$ cat config.mk
export PLATFORM = sky130hd
export DESIGN_NAME = counter_checker_wdog
export DESIGN_NICKNAME = d
export VERILOG_FILES = /design/src/rtl/counter_checker_pkg.sv /design/src/rtl/counter_checker_wdog.sv
export SDC_FILE = /design/constraint.sdc
export NUM_CORES = 1
export LEC_CHECK = 0
export ABC_AREA = 1
export BUFFER_PORTS_ARGS = -buffer_cell sky130_fd_sc_hd__buf_2
export CAP_MARGIN = 20
export CORE_AREA = 4 4 41 43
export CTS_CLUSTER_SIZE = 40
export DETAILED_ROUTE_END_ITERATION = 16
export DIE_AREA = 0 0 45 47
export PLACE_DENSITY = 0.44
export SYNTH_ARGS = -nofsm -noshare
export SYNTH_HDL_FRONTEND = slang
export SYNTH_SLANG_ARGS = --single-unit
$ cat constraint.sdc
create_clock -name clk -period 0.9 [get_ports clk]
set_input_delay 0.045 -clock clk [delete_from_list [all_inputs] [get_ports clk]]
set_output_delay 0.045 -clock clk [all_outputs]
set_load 0.005 [all_outputs]
$ cat src/rtl/counter_checker_pkg.sv
// rtl/counter_checker_pkg.sv - shared state type and helpers for counter_checker
package counter_checker_pkg;

   // Checker state: waiting for a first observed clear, or locked to the counter
   typedef enum logic {
      UNSYNC = 1'b0,
      TRACK  = 1'b1
   } state_t;

   // Largest value representable in w bits, used as the saturation ceiling
   function automatic longint unsigned sat_max(input int unsigned w);
      if (w >= 64) begin
         return '1;
      end
      return (64'd1 << w) - 64'd1;
   endfunction

endpackage

$ cat src/rtl/counter_checker_wdog.sv
// rtl/counter_checker_wdog.sv - idle-enable run counter and stall pulse (COUNTER_CHECKER_WDOG_EN builds)
module counter_checker_wdog
   import counter_checker_pkg::*;
#(
   parameter int WDOG_CYC = 16
) (
   input  logic clk,
   input  logic clr,
   input  logic track,
   input  logic clear_act,
   input  logic cnt_en,
   output logic stall
);

   localparam int RUN_W = (WDOG_CYC > 1) ? $clog2(WDOG_CYC) : 1;
   localparam logic [RUN_W-1:0] RUN_LAST = RUN_W'(WDOG_CYC - 1);
   localparam logic [RUN_W-1:0] RUN_ONE  = RUN_W'(1);

   logic [RUN_W-1:0] run;

   // Count consecutive idle samples while tracking; pulse stall on the last one and restart
   always_ff @(posedge clk) begin
      if (clr || !track || clear_act || cnt_en) begin
         run   <= '0;
         stall <= 1'b0;
      end else if (run == RUN_LAST) begin
         run   <= '0;
         stall <= 1'b1;
      end else begin
         run   <= run + RUN_ONE;
         stall <= 1'b0;
      end
   end

endmodule

==> results.sh, run 1 <==
export IMPL_synth_top_area_share_pct=43.0
export IMPL_antenna_found_initial=0
export IMPL_regArea_um2=103
export IMPL_rsz0062_at_grt="yes"
export IMPL_drt_initial_drc_count=0
export IMPL_r2r_worst_path_cells=6
export IMPL_dp_hpwl_um=300
export IMPL_crit_path_cell_trace="ha_4, nand2_2, inv_2, nand2_2, nand3_2, nor2_1"
export IMPL_die_x_um=45
export IMPL_power_density_nw_per_um2=1500
export IMPL_yosysTopAreaCell="dfxtp_1"
export IMPL_crit_path_max_fanout=2
export IMPL_required_ps=1070
export IMPL_r2r_end="run[1]"
export IMPL_ys_flop_type="dfxtp_1"
export IMPL_grt_overflow=0
export IMPL_gp_routability_congestion=0.567
export IMPL_cts_made_buffers=3
export IMPL_slowest_stage="dfxtp_2"
export IMPL_hold_ws_ps=80.0
export IMPL_syn_mean_instance_area_um2=8.02
export IMPL_ff2ff_setup_slack_ps=30
export IMPL_hold_viol=0
export IMPL_area_delta_synth_final_pct=46.2
export IMPL_fin_nets=48
export IMPL_placed_cells=51
export IMPL_num_antenna_cells=0
export IMPL_synth_area_leaders="dfxtp_1, nor2_1, nor2_4, nand2_2, inv_1"
export IMPL_max_stage_delay_ps=330
export IMPL_die_area_um2=2120
export IMPL_crit_type="flip-flop to flip-flop"
export IMPL_slew_viol_final=0
export IMPL_yosys_register_bits=5
export IMPL_cts_sinks=5
export IMPL_crit_arrival_ps=1050
export IMPL_path_clk_slew_ps=40
export IMPL_vias_per_cell=3.54
export IMPL_finalClockSkew_ps=2.54
export IMPL_grt_first_pass_wirelength_um=745
export IMPL_final_cells=56
export IMPL_vias=198
export IMPL_hold_end="run[0]"
export IMPL_tightestPinTransition_ps=153
export IMPL_netlist_area_um2=233
export IMPL_dpl_instance_area_um2=292
export IMPL_ys_async_sr_fraction_pct=0
export IMPL_cp_top_family="flip-flops"
export IMPL_nFillCells=155
export IMPL_syn_inst=29
export IMPL_clk_latency_ps=240
export IMPL_multiInputGateArea_um2=126
export IMPL_synth_fp_nets=35
export IMPL_min_path_type="input pin to flip-flop"
export IMPL_drive_gt1_share_pct=51.2
export IMPL_setup_violations=0
export IMPL_ir_drop_mv=0.499
export IMPL_path_common_cell="nand2_2"
export IMPL_cap_violations=0
export IMPL_wire_per_inst_um=6.91
export IMPL_slew_headroom_pct=89.8
export IMPL_ant_nets=0
export IMPL_grt_usage_pct=5.45
export IMPL_final_period_utilization_pct=97.0
export IMPL_drc=0
export IMPL_fin_area_um2=340
export IMPL_cts_htree_levels=1
export IMPL_wl_um=387
export IMPL_max_freq_ghz=1.15
export IMPL_grt_pass1_vias=203
export IMPL_status="finished, final reports clean"
export IMPL_hp_start="cnt_en"
export IMPL_whs_path_depth=4
export IMPL_synth_warnings=0
export IMPL_holdBufCountCts=0
export IMPL_cts_max_path_buffers=2
export IMPL_firstDrtPassIters=1
export IMPL_grt_max_degree=5
export IMPL_worstSetupStartpointType="flip-flop"
export IMPL_p_leak_nw=0.155
export IMPL_r2r_start="run[0]"
export IMPL_ios=6
export IMPL_die_h_um=47
export IMPL_min_period_ps=873
export IMPL_yosysMostFrequentCell="nor2_1"
export IMPL_cp_end_kind="flip-flop"
export IMPL_core_um2=1300
export IMPL_synth_edf_count=0
export IMPL_start_util_pct=17.9
export IMPL_cts_root_buffer="clkbuf_4"
export IMPL_path_buf_inv=1
export IMPL_power_w=0.000510
export IMPL_tritoncts="built"
export IMPL_io_buffer_count=5
export IMPL_synth_seq_area_share_pct=43.0
export IMPL_ys_types=12
export IMPL_num_rows=13
export IMPL_ys_top_cells_by_count="nor2_1, dfxtp_1, inv_1, nand2_1, nand2_2"
## report_power, final
| group | internal, W | switching [W] |
|---|---|---|
| Clock | 0.000167 | 0.0000879 |
| Combinational | 0.0000144 | 0.0000147 |
| Sequential | 0.000224 | 0.00000134 |
## cells by family after synthesis
| family | synth area share [%] |
|---|---|
| DFF | 43.0 |
| adders and majority gates | 5.38 |
| and+or+nand+nor | 43.5 |
| buffers and inverters | 8.06 |
## worst min-delay path: cells and delay by family
family | cells | cell delay (ps)
buffers and inverters | 1 | 100
AND/OR/NAND/NOR | 3 | 140
## sequential cells by signal, indices dropped and copies added, names as in the netlist
register  count
run           4
stall         1
## final cells by class
cell class,count,share of cell area [%]
clock buffer,4,7.72
tap,15,5.51
inverter,5,5.51
sequential,5,30.1
multi-input combinational,19,37.1
timing repair buffer,8,14.0
## cells in the final DEF (no fill, tap or decap), types with 2 or more instances in the layout
master    instances
buf_2             5
buf_4             3
clkbuf_4          3
dfxtp_1           3
dfxtp_2           2
inv_1             4
nand2_1           3
nand2_2           3
nor2_1            6
nor2_4            2
## worst max path at each step
stage,slack (ps),to,start,cells after the start
4_1_cts,5,run[0],run[1],6
2_1_floorplan,20,run[0],run[0],6
5_1_grt,-40,run[1],run[0],6
3_5_place_dp,-8,run[1],run[0],6
3_3_place_gp,-5,run[1],run[0],6
6_report,30,run[1],run[0],6
## metrics by stage
stage	setup slack [ps]	TNS [ps]	util, %
2_1_floorplan	16.0	0	-
3_3_place_gp	-5.12	-7.48	22.4
3_5_place_dp	-7.64	-14.7	22.4
4_1_cts	5.10	0	24.8
5_1_grt	-41.5	-65.7	26.2
6_report	27.2	0	26.2
## repair_timing
item	in CTS	in global routing
pin swaps	1	2
buffers inserted	0	1
endpoints found under the setup margin	2	3
gates resized for setup	3	1
## layer usage
layer / wire length (um) / GRT usage (%) / vias up
li1: - / - / 112
met5: 0 / 0 / -
met3: 10 / 2.30 / 0
met4: 0 / 8.77 / 0
met2: 193 / 7.34 / 3
met1: 183 / 5.00 / 83
Power figures use the tool's default switching activity.
==> run 2: changes to the inputs <==
ABC_AREA = default   (was 1)
GPL_TIMING_DRIVEN = 0   (was default)
PLACE_DENSITY = 0.41   (was 0.44)
==> results.sh, run 2 <==
export IMPL_nFillCells=161
export IMPL_min_path_type="input pin to flip-flop"
export IMPL_layout_commonest_cell="buf_2"
export IMPL_setup_violations=0
export IMPL_largest_reg_flops=4
export IMPL_setup_tns_ps=0
export IMPL_pwr_share_clk_pct=54.1
export IMPL_status="finished, final reports clean"
export IMPL_worstSetupStartpointType="flip-flop"
export IMPL_post_cts_buffers=0
export IMPL_regArea_um2=108
export IMPL_fin_nets=35
export IMPL_r2r_worst_path_cells=3
export IMPL_cts_root_buffer="clkbuf_4"
export IMPL_tightestPinTransition_ps=186
export IMPL_syn_mean_instance_area_um2=10.3
export IMPL_finalClockSkew_ps=2.83
export IMPL_crit_arrival_ps=1030
export IMPL_synth_area_leaders="dfxtp_1, or4b_4, ha_1, nor3b_2, nor2_1"
export IMPL_yosys_register_bits=5
export IMPL_ys_top_cells_by_count="dfxtp_1, nor2_1, a21oi_1"
export IMPL_max_stage_delay_ps=370
export IMPL_num_antenna_cells=0
export IMPL_grt_pass1_vias=177
export IMPL_ant_nets=0
export IMPL_rsz0062_at_grt="yes"
export IMPL_antenna_found_initial=0
export IMPL_synth_seq_area_share_pct=51.3
export IMPL_layout_common_cells="buf_2, nor2_1, clkbuf_4, dfxtp_1, dfxtp_4"
export IMPL_pwr_share_comb_pct=2.9
export IMPL_worstSetupEndpoint="run[0]"
export IMPL_wire_per_inst_um=9.81
export IMPL_die_x_um=45
export IMPL_placed_cells=39
export IMPL_switching_power_w=0.000116
export IMPL_cts_made_buffers=3
export IMPL_r2r_end="run[0]"
export IMPL_critPathLaunch="run[0]"
export IMPL_vias=174
export IMPL_cp_end_kind="flip-flop"
export IMPL_core_um2=1300
export IMPL_syn_inst=19
export IMPL_p_seq_share_pct=43.0
export IMPL_firstDrtPassIters=2
export IMPL_multiInputGateArea_um2=113
export IMPL_required_ps=1040
export IMPL_die_h_um=47
export IMPL_max_freq_ghz=1.12
export IMPL_fin_util_pct=22.6
export IMPL_reg_top3="run x4, stall x1"
export IMPL_cap_violations=0
export IMPL_cts_sinks=5
export IMPL_grt_overflow=0
export IMPL_cts_htree_levels=1
export IMPL_dp_hpwl_um=254
export IMPL_path_clk_slew_ps=50
export IMPL_crit_type="flip-flop to flip-flop"
export IMPL_wl_um=422
export IMPL_crit_path_max_fanout=4
export IMPL_area_delta_synth_final_pct=50.6
export IMPL_drive_gt1_share_pct=53.6
export IMPL_netlist_area_um2=195
export IMPL_synth_fp_nets=25
export IMPL_io_buffer_count=5
export IMPL_internal_power_w=0.000397
export IMPL_r2r_start="run[0]"
export IMPL_dpl_instance_area_um2=243
export IMPL_p_leak_nw=0.100
export IMPL_largest_register="run"
export IMPL_slew_viol_final=0
export IMPL_ys_types=12
export IMPL_yosysTopAreaCell="dfxtp_1"
export IMPL_synth_top_area_share_pct=51.3
export IMPL_gp_routability_congestion=0.719
export IMPL_grt_max_degree=6
export IMPL_ios=6
export IMPL_start_util_pct=15.0
export IMPL_switching_share_pct=22.6
export IMPL_slew_headroom_pct=87.6
export IMPL_cts_max_path_buffers=2
export IMPL_ys_async_sr_fraction_pct=0
export IMPL_grt_first_pass_wirelength_um=717
export IMPL_ff2ff_setup_slack_ps=8
export IMPL_synth_edf_count=0
export IMPL_holdBufCountCts=0
export IMPL_final_cells=43
export IMPL_synth_warnings=0
export IMPL_ir_drop_mv=0.456
export IMPL_ys_flop_type="dfxtp_1"
export IMPL_power_w=0.000513
export IMPL_drc=0
export IMPL_clk_latency_ps=250
export IMPL_yosysMostFrequentCell="dfxtp_1"
export IMPL_die_area_um2=2120
export IMPL_num_rows=13
export IMPL_fin_area_um2=294
export IMPL_min_period_ps=892
export IMPL_grt_usage_pct=5.54
export IMPL_final_period_utilization_pct=99.2
export IMPL_drt_initial_drc_count=1
export IMPL_vias_per_cell=4.05
export IMPL_tritoncts="built"
export IMPL_power_density_nw_per_um2=1740
export IMPL_hold_viol=0
export IMPL_crit_path_cell_trace="ha_4, nand3_2, nor3b_2"
export IMPL_slowest_stage="dfxtp_4"
[run 2: cell types whose count changed in the layout (fill, tap and decap cells not counted), sizes merged, moves of 2 or more]
cell / change
nand2: -5
nor2: -5
inv: -4
buf: -3
a21oi: +2
[run 2: worst max-delay path, delay by kind of cell (launching register included)]
kind          cells  cell delay, ps
simple gates      2             260
flops             1             370
fa+ha+maj         1             150
[run 2: area by class of cell]
type	count	area share (%)
inverter	1	1.28
sequential	5	36.6
clock buffer	4	8.94
multi-input combinational	13	38.3
timing repair buffer	5	8.51
tap	15	6.38
[run 2: worst min path at each step]
stage / slack, ps / endpoint / startpoint / depth (start not counted)
detailed placement: 350 / run[0] / cnt_en / 3
global placement: 350 / run[0] / cnt_en / 3
CTS: 90 / run[1] / cnt_en / 3
finish: 90 / run[1] / cnt_en / 3
floorplan: 250 / run[0] / cnt_en / 2
global route: 120 / run[1] / clear_act / 3
[run 2: through the flow]
step | hold slack (ps) | setup WS, ps
finish | 89.4 | 7.62
floorplan | 248 | 10.5
global route | 120 | -68.3
detailed placement | 353 | -56.8
global placement | 350 | -52.0
CTS | 88.9 | 0.718
[run 2: power groups by stage]
stage	Sequential, W	Combinational (W)	Clock [W]
after global routing	0.000220	0.0000180	0.000302
after CTS	0.000223	0.0000148	0.000288
final	0.000221	0.0000148	0.000277
after floorplan	0.000229	0.00000557	0
after detailed placement	0.000229	0.0000144	0
after global placement	0.000229	0.0000140	0
[run 2: timing repair]
item	in CTS	in global routing
resized for setup	4	3
endpoints found under the setup margin	3	2
pin swaps	2	2
[run 2: cells by family after synthesis]
kind of cell,after synthesis,share of synthesized area [%]
flip-flops,5,51.3
AND/OR/NAND/NOR,8,28.2
buffers and inverters,1,1.92
AO/OA/AOI/OAI,3,7.69
adder cells (fa/ha/maj),1,6.41
XOR/XNOR,1,4.49
[run 2: layer usage]
metal	GRT usage (%)	vias to the layer above	wire, um	part of all wire (%)
met5	0	-	0	0
met4	8.77	0	25	5.9
met3	2.30	3	54	13
met2	7.91	9	177	42
met1	4.79	78	166	39
li1	-	84	-	-
==> run 3: changes to the inputs <==
PLACE_DENSITY = 0.4   (was 0.41)
clock period = 1 ns   (was 0.9 ns; I/O delays follow)
==> results.sh, run 3 (same netlist as run 2, synthesis figures left out) <==
export IMPL_p_leak_nw=0.0992
export IMPL_max_freq_ghz=1.06
export IMPL_area_delta_synth_final_pct=46.2
export IMPL_cts_resized=2
export IMPL_path_clk_slew_ps=50
export IMPL_cts_root_buffer="clkbuf_4"
export IMPL_grt_first_pass_wirelength_um=731
export IMPL_clk_latency_ps=250
export IMPL_tritoncts="built"
export IMPL_cts_htree_levels=1
export IMPL_nFillCells=157
export IMPL_die_area_um2=2120
export IMPL_min_path_type="input pin to flip-flop"
export IMPL_setup_ws_ps=59.8
export IMPL_worstSetupStartpointType="flip-flop"
export IMPL_layout_common_cells="buf_2, nor2_1, clkbuf_4, dfxtp_1"
export IMPL_cts_made_buffers=3
export IMPL_grt_usage_pct=5.53
export IMPL_cap_violations=0
export IMPL_power_w=0.000469
export IMPL_grt_pass1_vias=181
export IMPL_start_util_pct=15.0
export IMPL_wl_um=438
export IMPL_crit_type="flip-flop to flip-flop"
export IMPL_firstDrtPassIters=1
export IMPL_placed_cells=39
export IMPL_required_ps=1140
export IMPL_crit_path_max_fanout=4
export IMPL_ir_drop_mv=0.599
export IMPL_slew_headroom_pct=88.1
export IMPL_setup_violations=0
export IMPL_cts_sinks=5
export IMPL_drc=0
export IMPL_die_x_um=45
export IMPL_core_um2=1300
export IMPL_min_period_ps=940
export IMPL_vias_per_cell=3.86
export IMPL_largest_register="run"
export IMPL_die_h_um=47
export IMPL_final_period_utilization_pct=94.0
export IMPL_wire_per_inst_um=10.2
export IMPL_status="finished, final reports clean"
export IMPL_crit_arrival_ps=1080
export IMPL_power_density_nw_per_um2=1650
export IMPL_tightestPinTransition_ps=178
export IMPL_fin_nets=35
export IMPL_dp_hpwl_um=259
export IMPL_grt_overflow=0
export IMPL_slew_viol_final=0
export IMPL_drt_initial_drc_count=0
export IMPL_holdBufCountCts=0
export IMPL_num_rows=13
export IMPL_hold_viol=0
export IMPL_layout_commonest_cell="buf_2"
export IMPL_grt_max_degree=6
export IMPL_ant_nets=0
export IMPL_final_cells=43
export IMPL_num_antenna_cells=0
export IMPL_cts_max_path_buffers=2
export IMPL_vias=166
export IMPL_post_cts_buffers=0
export IMPL_gp_routability_congestion=0.719
export IMPL_cp_end_kind="flip-flop"
export IMPL_setup_tns_ps=0
export IMPL_ios=6
export IMPL_finalClockSkew_ps=0.869
export IMPL_io_buffer_count=5
export IMPL_reg_top3="run x4, stall x1"
export IMPL_drive_gt1_share_pct=50.0
export IMPL_largest_reg_flops=4
export IMPL_antenna_found_initial=0
export IMPL_dp_worst_setup_slack_ps=-49.7
[run 3: cell counts in the layout (fill, tap and decap cells not counted)]
No cell type changed its count.
[run 3: worst paths after layout]
path                from  endpoint  slack [ps]  cells past startpoint
setup / recovery  run[0]    run[3]          60                      4
hold / removal    cnt_en    run[1]          90                      3
setup reg to reg  run[0]    run[3]          60                      4
hold reg to reg   run[0]    run[0]         480                      1
[run 3: worst max-delay path, stage by stage, from the launching register on]
cell and delay, ps:
dfxtp_2 380, ha_4 170, a21oi_1 40, o21ai_0 150, a21oi_1 90
[run 3: power breakdown]
group,leakage [nW],total [W],switching (W),internal [W]
registers,0.0413,0.000203,0.00000207,0.000201
logic,0.0429,0.0000135,0.00000442,0.00000905
clock network,0.0150,0.000253,0.000101,0.000152
[run 3: metal layers]
layer | share of wire [%] | GRT usage [%] | vias to the layer above
met1 | 39 | 5.24 | 66
li1 | - | - | 85
met4 | 5.7 | 7.02 | 0
met5 | 0 | 0 | -
met2 | 44 | 7.91 | 12
met3 | 11 | 2.68 | 3
[run 3: final cells by class]
| class | count | area [um2] | share of cell area (%) |
|---|---|---|---|
| tap | 15 | 18.8 | 6.58 |
| sequential | 5 | 103 | 36.0 |
| inverter | 1 | 3.75 | 1.32 |
| multi-input combinational | 13 | 109 | 38.2 |
| clock buffer | 4 | 26.3 | 9.21 |
| timing repair buffer | 5 | 25.0 | 8.77 |
[run 3: stage by stage]
stage | instance area, um2 | hold WS, ps | utilization (%)
finish | 285 | 89.4 | 21.9
CTS | 269 | 92.7 | 20.7
global placement | 239 | 358 | 18.4
detailed placement | 239 | 361 | 18.4
global route | 285 | 104 | 21.9
floorplan | 195 | 258 | -
